<file path="src/rtl/isolde_xif_pkg.sv">
// Shared types for the CV-X-IF offload controller: scoreboard entry and controller FSM states.
package isolde_xif_pkg;

    localparam int unsigned X_INSTR_W = 32;

    typedef struct packed {
        logic       valid;
        logic [4:0] rd;
    } sb_entry_t;

    typedef enum logic [1:0] {
        StIdle,
        StIssue,
        StCommit
    } state_e;

endpackage

</file>
<file path="src/rtl/isolde_xif_offload_ctrl_lzc.sv">
// Trailing-zero counter with a common_cells lzc-compatible interface; applied to the free-entry
// vector it yields the lowest free index.
module isolde_xif_offload_ctrl_lzc #(
    parameter int unsigned WIDTH    = 4,
    parameter int unsigned CntWidth = $clog2(WIDTH)
) (
    input  logic [WIDTH-1:0]    in_i,
    output logic [CntWidth-1:0] cnt_o,
    output logic                empty_o
);

    always_comb begin
        cnt_o = '0;
        // Scan downwards so the lowest set bit is the last one written.
        for (int i = WIDTH - 1; i >= 0; i--) begin
            if (in_i[i]) begin
                cnt_o = CntWidth'(i);
            end
        end
        empty_o = ~|in_i;
    end

endmodule

</file>
<file path="src/rtl/isolde_xif_offload_ctrl.sv">
// Core-side CV-X-IF initiator: issues offloaded instructions, commits them, tracks write-back IDs
// in a small scoreboard and retires out-of-order results into the host register file.
module isolde_xif_offload_ctrl
    import isolde_xif_pkg::*;
#(
    parameter int unsigned NumEntries = 4,
    parameter int unsigned XLEN       = 32,
    localparam int unsigned IdWidth   = $clog2(NumEntries)
) (
    input  logic                 clk_i,
    input  logic                 rst_ni,
    input  logic                 off_valid_i,
    output logic                 off_ready_o,
    input  logic [X_INSTR_W-1:0] off_instr_i,
    input  logic [2*XLEN-1:0]    off_rs_i,
    input  logic [1:0]           off_rs_valid_i,
    input  logic [4:0]           off_rd_i,
    input  logic                 kill_i,
    output logic                 off_resp_valid_o,
    output logic                 off_resp_accept_o,
    output logic                 issue_valid_o,
    input  logic                 issue_ready_i,
    output logic [X_INSTR_W-1:0] issue_instr_o,
    output logic [2*XLEN-1:0]    issue_rs_o,
    output logic [1:0]           issue_rs_valid_o,
    output logic [IdWidth-1:0]   issue_id_o,
    input  logic                 issue_accept_i,
    input  logic                 issue_writeback_i,
    output logic                 commit_valid_o,
    output logic [IdWidth-1:0]   commit_id_o,
    output logic                 commit_kill_o,
    input  logic                 result_valid_i,
    output logic                 result_ready_o,
    input  logic [IdWidth-1:0]   result_id_i,
    input  logic [XLEN-1:0]      result_data_i,
    input  logic                 result_we_i,
    output logic                 rf_we_o,
    output logic [4:0]           rf_waddr_o,
    output logic [XLEN-1:0]      rf_wdata_o,
    input  logic                 rf_gnt_i,
    output logic                 busy_o,
    output logic                 err_o
);

    state_e                         state_q, state_d;
    sb_entry_t [NumEntries-1:0]     sb_q, sb_d;
    logic      [X_INSTR_W-1:0]      instr_q, instr_d;
    logic      [2*XLEN-1:0]         rs_q, rs_d;
    logic      [1:0]                rs_valid_q, rs_valid_d;
    logic      [4:0]                rd_q, rd_d;
    logic      [IdWidth-1:0]        id_q, id_d;
    logic                           err_q, err_d;
    // Holds off_ready_o low while in reset and for the first cycle after it.
    logic                           out_en_q;

    logic      [NumEntries-1:0]     free_vec;
    logic      [IdWidth-1:0]        free_id;
    logic                           no_free;
    logic                           result_hs;
    logic                           result_hit;

    always_comb begin
        for (int i = 0; i < NumEntries; i++) begin
            free_vec[i] = ~sb_q[i].valid;
        end
    end

    isolde_xif_offload_ctrl_lzc #(
        .WIDTH    (NumEntries),
        .CntWidth (IdWidth)
    ) u_free_lzc (
        .in_i    (free_vec),
        .cnt_o   (free_id),
        .empty_o (no_free)
    );

    assign result_hs      = result_valid_i && rf_gnt_i;
    assign result_hit     = sb_q[result_id_i].valid;
    assign result_ready_o = rf_gnt_i;
    assign rf_we_o        = result_hs && result_hit && result_we_i;
    assign rf_waddr_o     = rf_we_o ? sb_q[result_id_i].rd : 5'd0;
    assign rf_wdata_o     = rf_we_o ? result_data_i : '0;

    assign busy_o = (~&free_vec) || (state_q != StIdle);
    assign err_o  = err_q;

    assign issue_instr_o    = issue_valid_o ? instr_q : '0;
    assign issue_rs_o       = issue_valid_o ? rs_q : '0;
    assign issue_rs_valid_o = issue_valid_o ? rs_valid_q : 2'b00;
    assign issue_id_o       = issue_valid_o ? id_q : '0;

    always_comb begin
        state_d           = state_q;
        sb_d              = sb_q;
        instr_d           = instr_q;
        rs_d              = rs_q;
        rs_valid_d        = rs_valid_q;
        rd_d              = rd_q;
        id_d              = id_q;
        err_d             = err_q;
        off_ready_o       = 1'b0;
        off_resp_valid_o  = 1'b0;
        off_resp_accept_o = 1'b0;
        issue_valid_o     = 1'b0;
        commit_valid_o    = 1'b0;
        commit_id_o       = '0;
        commit_kill_o     = 1'b0;

        // Retirement is applied first; an allocation in the same cycle targets a different index.
        if (result_hs) begin
            if (result_hit) begin
                sb_d[result_id_i].valid = 1'b0;
            end else begin
                err_d = 1'b1;
            end
        end

        unique case (state_q)
            StIdle: begin
                off_ready_o = out_en_q && !no_free;
                if (off_valid_i && off_ready_o) begin
                    instr_d    = off_instr_i;
                    rs_d       = off_rs_i;
                    rs_valid_d = off_rs_valid_i;
                    rd_d       = off_rd_i;
                    id_d       = free_id;
                    state_d    = StIssue;
                end
            end
            StIssue: begin
                issue_valid_o = 1'b1;
                if (issue_ready_i) begin
                    if (issue_accept_i) begin
                        if (issue_writeback_i) begin
                            sb_d[id_q].valid = 1'b1;
                            sb_d[id_q].rd    = rd_q;
                        end
                        state_d = StCommit;
                    end else begin
                        off_resp_valid_o = 1'b1;
                        state_d          = StIdle;
                    end
                end
            end
            StCommit: begin
                commit_valid_o    = 1'b1;
                commit_id_o       = id_q;
                commit_kill_o     = kill_i;
                off_resp_valid_o  = 1'b1;
                off_resp_accept_o = 1'b1;
                if (kill_i) begin
                    sb_d[id_q].valid = 1'b0;
                end
                state_d = StIdle;
            end
            default: state_d = StIdle;
        endcase
    end

    always_ff @(posedge clk_i or negedge rst_ni) begin
        if (!rst_ni) begin
            state_q    <= StIdle;
            sb_q       <= '0;
            instr_q    <= '0;
            rs_q       <= '0;
            rs_valid_q <= 2'b00;
            rd_q       <= 5'd0;
            id_q       <= '0;
            err_q      <= 1'b0;
            out_en_q   <= 1'b0;
        end else begin
            state_q    <= state_d;
            sb_q       <= sb_d;
            instr_q    <= instr_d;
            rs_q       <= rs_d;
            rs_valid_q <= rs_valid_d;
            rd_q       <= rd_d;
            id_q       <= id_d;
            err_q      <= err_d;
            out_en_q   <= 1'b1;
        end
    end

endmodule

</file>
<file path="config.mk">
export PLATFORM = sky130hd
export DESIGN_NAME = isolde_xif_offload_ctrl
export DESIGN_NICKNAME = d
export VERILOG_FILES = /design/src/rtl/isolde_xif_pkg.sv /design/src/rtl/isolde_xif_offload_ctrl_lzc.sv /design/src/rtl/isolde_xif_offload_ctrl.sv
export SDC_FILE = /design/constraint.sdc
export NUM_CORES = 1
export LEC_CHECK = 0
export BUFFER_PORTS_ARGS = -buffer_cell sky130_fd_sc_hd__buf_4
export CAP_MARGIN = 10
export CORE_MARGIN = 5
export CORE_UTILIZATION = 43
export CTS_CLUSTER_SIZE = 8
export DETAILED_ROUTE_END_ITERATION = 8
export PLACE_DENSITY = 0.75
export SYNTH_ARGS = -nofsm -noshare
export SYNTH_HDL_FRONTEND = slang
export SYNTH_SLANG_ARGS = --single-unit
</file>
<file path="constraint.sdc">
create_clock -name clk_i -period 1.6 [get_ports clk_i]
set_input_delay 0.24 -clock clk_i [delete_from_list [all_inputs] [get_ports clk_i]]
set_output_delay 0.24 -clock clk_i [all_outputs]
set_load 0.02 [all_outputs]
</file>
======== Word-level counts from Yosys, hierarchy flattened ========
Cells that the tools add are included.
word-level totals
  register bits after elaboration ......... 133
  bits in latches ......................... 0
  memory bits (writable) .................. 0
  input port bits ......................... 147
  memory bits (read-only) ................. 0
  logic and storage cells ................. 86
  memories kept ........................... 0
  output and inout port bits .............. 149
cells by class
  reductions and logical operators ........ 16
  add/sub/neg operators ................... 0
  bitwise operators ....................... 5
  shift-type cells ........................ 0
  div/mod/pow operators ................... 0
  multipliers ............................. 0
  magnitude comparators ................... 4
  muxes and demuxes ....................... 41
  equal/unequal tests ..................... 4
operator list
  kind                  number
  $mux W24              6
  $bwmux W24            4
  $mux W32              2
  $mux W64              1
  $pmux W24 S2          1
  $demux W6 S2          3
  $mux W2               10
  $mux W6               3
  $bmux W6 S2           1
  $mux W5               2
  $logic_and A1 B1 Y1   7
  $lt A2 B3 Y1 const B  2
  $mux W1               6
  $reduce_and A2 Y1     3
  $not A1 Y1            5
  $ge A2 B1 Y1 const B  2
  $ne A2 B2 Y1 const B  2
  $pmux W2 S2           1
  $reduce_and A4 Y1     1
  $reduce_or A4 Y1      1
  $eq A2 B1 Y1 const B  1
  $eq A2 B2 Y1 const B  1
  $logic_not A2 Y1      1
  $pmux W1 S2           1
  other kinds (3)       3

======== Depth between registers and ports, before layout ========
  word-level depth ........................ 13
  depth in mapped cells ................... 6
  mapped depth without buffers ............ 5

======== Modules after synthesis ========
A second synthesis with hierarchy kept.
second synthesis, totals
  cells, all modules ...................... 518
  area total of the unflattened synthesis .. 6,438.7 um^2
modules (own cells, without submodules)
  module                       times used  seq. area each (um^2)  cells an instance  area each (um^2)
  isolde_xif_offload_ctrl      1           3,328.2                512                6,402.4
  isolde_xif_offload_ctrl_lzc  1           0.0                    6                  36.3

======== Worst setup path before layout ========
OpenSTA, ideal clock, no wires.
  kind .................................... register -> output
  start ................................... reg state_q[1]
  end ..................................... out issue_instr_o[10]
  cell stages (with the launch flop) ...... 7
  required time ........................... 1.360 ns
  path buffers ............................ 3
  slack ................................... -0.346 ns
  data arrival time ....................... 1.706 ns
  cell sequence ........................... dfrtp_1 > inv_1 > ha_1 > clkbuf_1 > clkbuf_1 > clkbuf_1 > and2_1
between the ends
  cells in the longest elaborated chain, start to end .. 3
RTL lines
  item                    line                            RTL
  from (decl)             isolde_xif_offload_ctrl.sv:45   state_e state_q, state_d;
  from (signal assigned)  isolde_xif_offload_ctrl.sv:162  state_q <= StIdle;
  from (signal assigned)  isolde_xif_offload_ctrl.sv:172  state_q <= state_d;
  $eq A2 B1 Y1            isolde_xif_offload_ctrl.sv:118  unique case (state_q)
  $mux W1                 isolde_xif_offload_ctrl.sv:118
  net issue_valid_o       isolde_xif_offload_ctrl.sv:21   output logic issue_valid_o,
  $mux W32                isolde_xif_offload_ctrl.sv:87   assign issue_instr_o = issue_valid_o ? instr_q : '0;
  to (decl)               isolde_xif_offload_ctrl.sv:23   output logic [X_INSTR_W-1:0] issue_instr_o,
The timed path passes the listed nets, and every way through them passes these cells.

======== Worst setup path after layout ========
  start ................................... reg sb_q[5] in the netlist's numbering
  end ..................................... out rf_wdata_o[29]
between the ends
  cells in the longest elaborated chain, start to end .. 5
RTL lines
  item                               line                            RTL
  from (decl)                        isolde_xif_offload_ctrl.sv:46   sb_entry_t [NumEntries-1:0] sb_q, sb_d;
  from (signal assigned)             isolde_xif_offload_ctrl.sv:163  sb_q <= '0;
  from (signal assigned)             isolde_xif_offload_ctrl.sv:173  sb_q <= sb_d;
  $bmux W6 S2                        isolde_xif_offload_ctrl.sv:78   assign result_hit = sb_q[result_id_i].valid;
  $mux W6                            n/a
  $logic_and A1 B1 Y1 (2 in series)  isolde_xif_offload_ctrl.sv:80   assign rf_we_o = result_hs && result_hit && result_we_i;
  $mux W32                           isolde_xif_offload_ctrl.sv:82   assign rf_wdata_o = rf_we_o ? result_data_i : '0;
  to (decl)                          isolde_xif_offload_ctrl.sv:39   output logic [XLEN-1:0] rf_wdata_o,
No other way between the ends. The select of a mux whose other input is x is not followed.

==> results.toml <==
[status]
outcome = "finished with violations"
violations = "negative setup slack"

[place]
io_buffers = 295
hpwlAfterDp_mm = 14.0
gp_congestion = 0.835
placed_cells = 980
placement.cell_area_mm2 = 0.00913

[floorplan]
start_util_pct = 43.7
core.rowCount = 44
die_width_um = 132
die_height_um = 132
die_area_mm2 = 0.0173
io_pins = 296
coreArea_mm2 = 0.0145

[worst_hold_path]
hold_path.class = "in2reg"
hold_depth = 2
hold_start = "off_instr_i[28]"
worst_hold_endpoint = "instr_q[28]$_DFFE_PN0P_"

[pwr]
power_density_mw_per_mm2 = 1860
power.static_leakage_uw = 0.00559
post-layout-total-power_uw = 21500
worst_ir_drop_vdd_uv = 1160

[cts]
worst_setup_hold_path_clk_slew_ns = 0.06
clock_latency_ns = 0.42
cts.sinks = 133
tritoncts_clock_tree = "done"
numCtsBuffers = 17
clockBufferDepth = 2
cts_root_buffer = "clkbuf_16"
h_tree_depth = 4

[cells_and_area]
area.growth.synth_to_final_pct = 82.4
final_antenna_diode_count = 0
drive_above_1_share_pct = 77.3
post-route-cell-area_mm2 = 0.0116
layout.cells.most_common = "buf_4"
final_cell_mix = "buf_4, buf_6, and2_4"
fill_cells = 792
layout.cells.non_filler = 1071
final_core_util_pct = 79.8
nets = 1025

[critical_path]
reg2reg_depth = 9
endpoint_of_the_most_critical_register_to_register_path = "instr_q[30]$_DFFE_PN0P_"
regToRegSetupSlack_ns = -0.48
critical_path.endpoint_type = "output port"
critical_path.max_fanout = 5
regToRegStartpoint = "sb_q[23]$_DFF_PN0_"
cp_data_arrival_time_ns = 1.86
worst_setup_start_kind = "flop"
setup.worst_path.class = "reg2out"
crit_path_required_time_ns = 1.36

[drt]
routed_wirelength_mm = 24.4
first_iter_violations = 281
drt_pass1_iterations = 4
ant_nets = 0
detail_route.drc_violations = 0
num_vias = 5703
routedWlPerCell_um = 22.8
detail_route.vias_per_cell = 5.32

[sta]
report.final.setup_viol = 274
finClkSkew_ns = 0.0115
hold_violations = 0
maxSlewHeadroom_pct = 65.1
whs_ns = 0.0509
rsz0062_at_grt = "yes"
fmax_mhz = 477
post-route-period-util_pct = 131
timing.final.crit_period_ns = 2.10
final-max-slew-violation-count = 0
final.setup.worst_slack_ns = -0.498
max_slew.worst_pin.slew_ns = 0.523

[grt]
globalRouteOverflowTotal = 0
grt_util_all_layers_pct = 27.9
largest_net_degree_at_the_start_of_global_routing = 60
wire_length_of_the_first_global_routing_pass_mm = 38.1
antenna_found_initial = 0
grt_pass1_vias = 6535

[job]
cap_viol_max_count = 0

[synth]
synth_seq_cells = 133
dominant_combinational_cell_family_by_area_after_synthesis = "multiplexers"
synth.distinct_cells = 41
yosysSeqAreaShare_pct = 52.3
yosys_warnings = 0
synthesis.nets = 653
synthXorXnorAreaFrac_pct = 0
synth_simple_gate_area_share_pct = 17.8
synth-compound-area-share_pct = 5.23
syn_area_mm2 = 0.00636
synthAdderAreaFrac_pct = 0.590
postSynthCellCount = 503
avgSynthCellArea_um2 = 12.6
synth.mux.area_fraction_pct = 20.7
-- worst max-delay path: stages (launching register included) --
cell and delay [ns]:
dfrtp_1 0.42, mux4_2 0.55, and4_4 0.21, and2_4 0.14, buf_6 0.12
-- repair_timing --
action / in CTS / in global routing
hold endpoints to repair: 22 / 0
pin swaps: 23 / 14
resized for setup: 296 / 54
setup endpoints to repair: 272 / 278
setup buffers: 40 / 5
cloned: 27 / 2
hold buffers: 1 / 0
-- cell type report --
| cell class | instances | area [µm²] | area share [%] |
|---|---|---|---|
| clock buffer | 24 | 502 | 4.33 |
| clock inverter | 7 | 95.1 | 0.820 |
| inverter | 4 | 20.0 | 0.173 |
| multi-input combinational | 340 | 3370 | 29.0 |
| sequential | 133 | 3330 | 28.7 |
| tap | 184 | 230 | 1.99 |
| timing repair buffer | 379 | 4050 | 35.0 |
-- worst max-delay path by stage --
stage,start,to,slack [ns],depth (start not counted)
finish,sb_q[5]$_DFF_PN0_,rf_wdata_o[29],-0.50,4
global route,sb_q[11]$_DFF_PN0_,rf_wdata_o[11],-0.56,4
CTS,sb_q[11]$_DFF_PN0_,rf_wdata_o[15],-0.54,4
detailed placement,sb_q[11]$_DFF_PN0_,rf_wdata_o[1],-0.15,4
global placement,result_id_i[1],rf_wdata_o[3],-0.11,5
floorplan,sb_q[23]$_DFF_PN0_,rf_wdata_o[10],-0.07,5
-- report_power, final --
| group | total, µW | leakage (µW) | internal, µW | switching (µW) |
|---|---|---|---|---|
| clock network | 3950 | 0.000292 | 2490 | 1460 |
| logic | 11900 | 0.00367 | 6960 | 4930 |
| registers | 5680 | 0.00162 | 4770 | 909 |
-- cells in the mapped netlist --
cell type	count	area, µm²
a21boi_0	1	7.51
a21oi_1	10	50.1
a22o_1	20	175
a311o_1	1	10.0
a31oi_1	1	6.26
a41oi_1	1	8.76
and2_1	120	751
and2_4	20	175
and3_1	1	6.26
and3b_1	2	17.5
and4_1	1	8.76
and4_4	1	11.3
and4b_1	1	10.0
buf_2	8	40.0
buf_4	7	52.6
buf_6	4	45.0
clkbuf_1	15	56.3
conb_1	1	3.75
dfrtp_1	133	3330
ha_1	3	37.5
inv_1	4	15.0
mux2_2	105	1180
mux4_2	6	135
nand2_1	4	15.0
nand2b_1	3	18.8
nand3_1	4	20.0
nand3b_1	2	15.0
nand4_1	3	18.8
nand4b_1	1	8.76
nor2_1	2	7.51
nor3_1	2	10.0
nor3b_1	2	15.0
nor4_1	1	6.26
o211ai_1	1	7.51
o21a_1	1	7.51
o21ai_0	2	10.0
o21bai_1	3	22.5
o22ai_1	2	12.5
o31ai_1	2	15.0
or2_2	1	6.26
or3b_2	1	8.76
-- per-layer routing --
metal	vias to the layer above	wire length [µm]	track usage [%]	share of wire (%)
li1	2511	-	-	-
met1	2865	8520	29.4	35
met2	269	13200	51.3	54
met3	58	1720	7.42	7.1
met4	0	968	13.2	4.0
met5	-	0	0	0
-- per-stage QoR --
step	setup WS [ns]	TNS [ns]
final	-0.498	-100.43
after global routing	-0.561	-118.05
after CTS	-0.540	-102.81
after detailed placement	-0.151	-10.79
after global placement	-0.110	-5.27
after floorplan	-0.0654	-2.44
-- logic make-up (layout without fill, tap and decap cells) --
logic type                 after synthesis  after routing
adders and majority gates                3              3
DFF                                    133            133
muxes                                  111            112
buffers and inverters                   38            414
AOI/OAI and AO/OA                       45             45
other                                    1              1
and+or+nand+nor                        172            179
(Power assumes the default switching activity.)
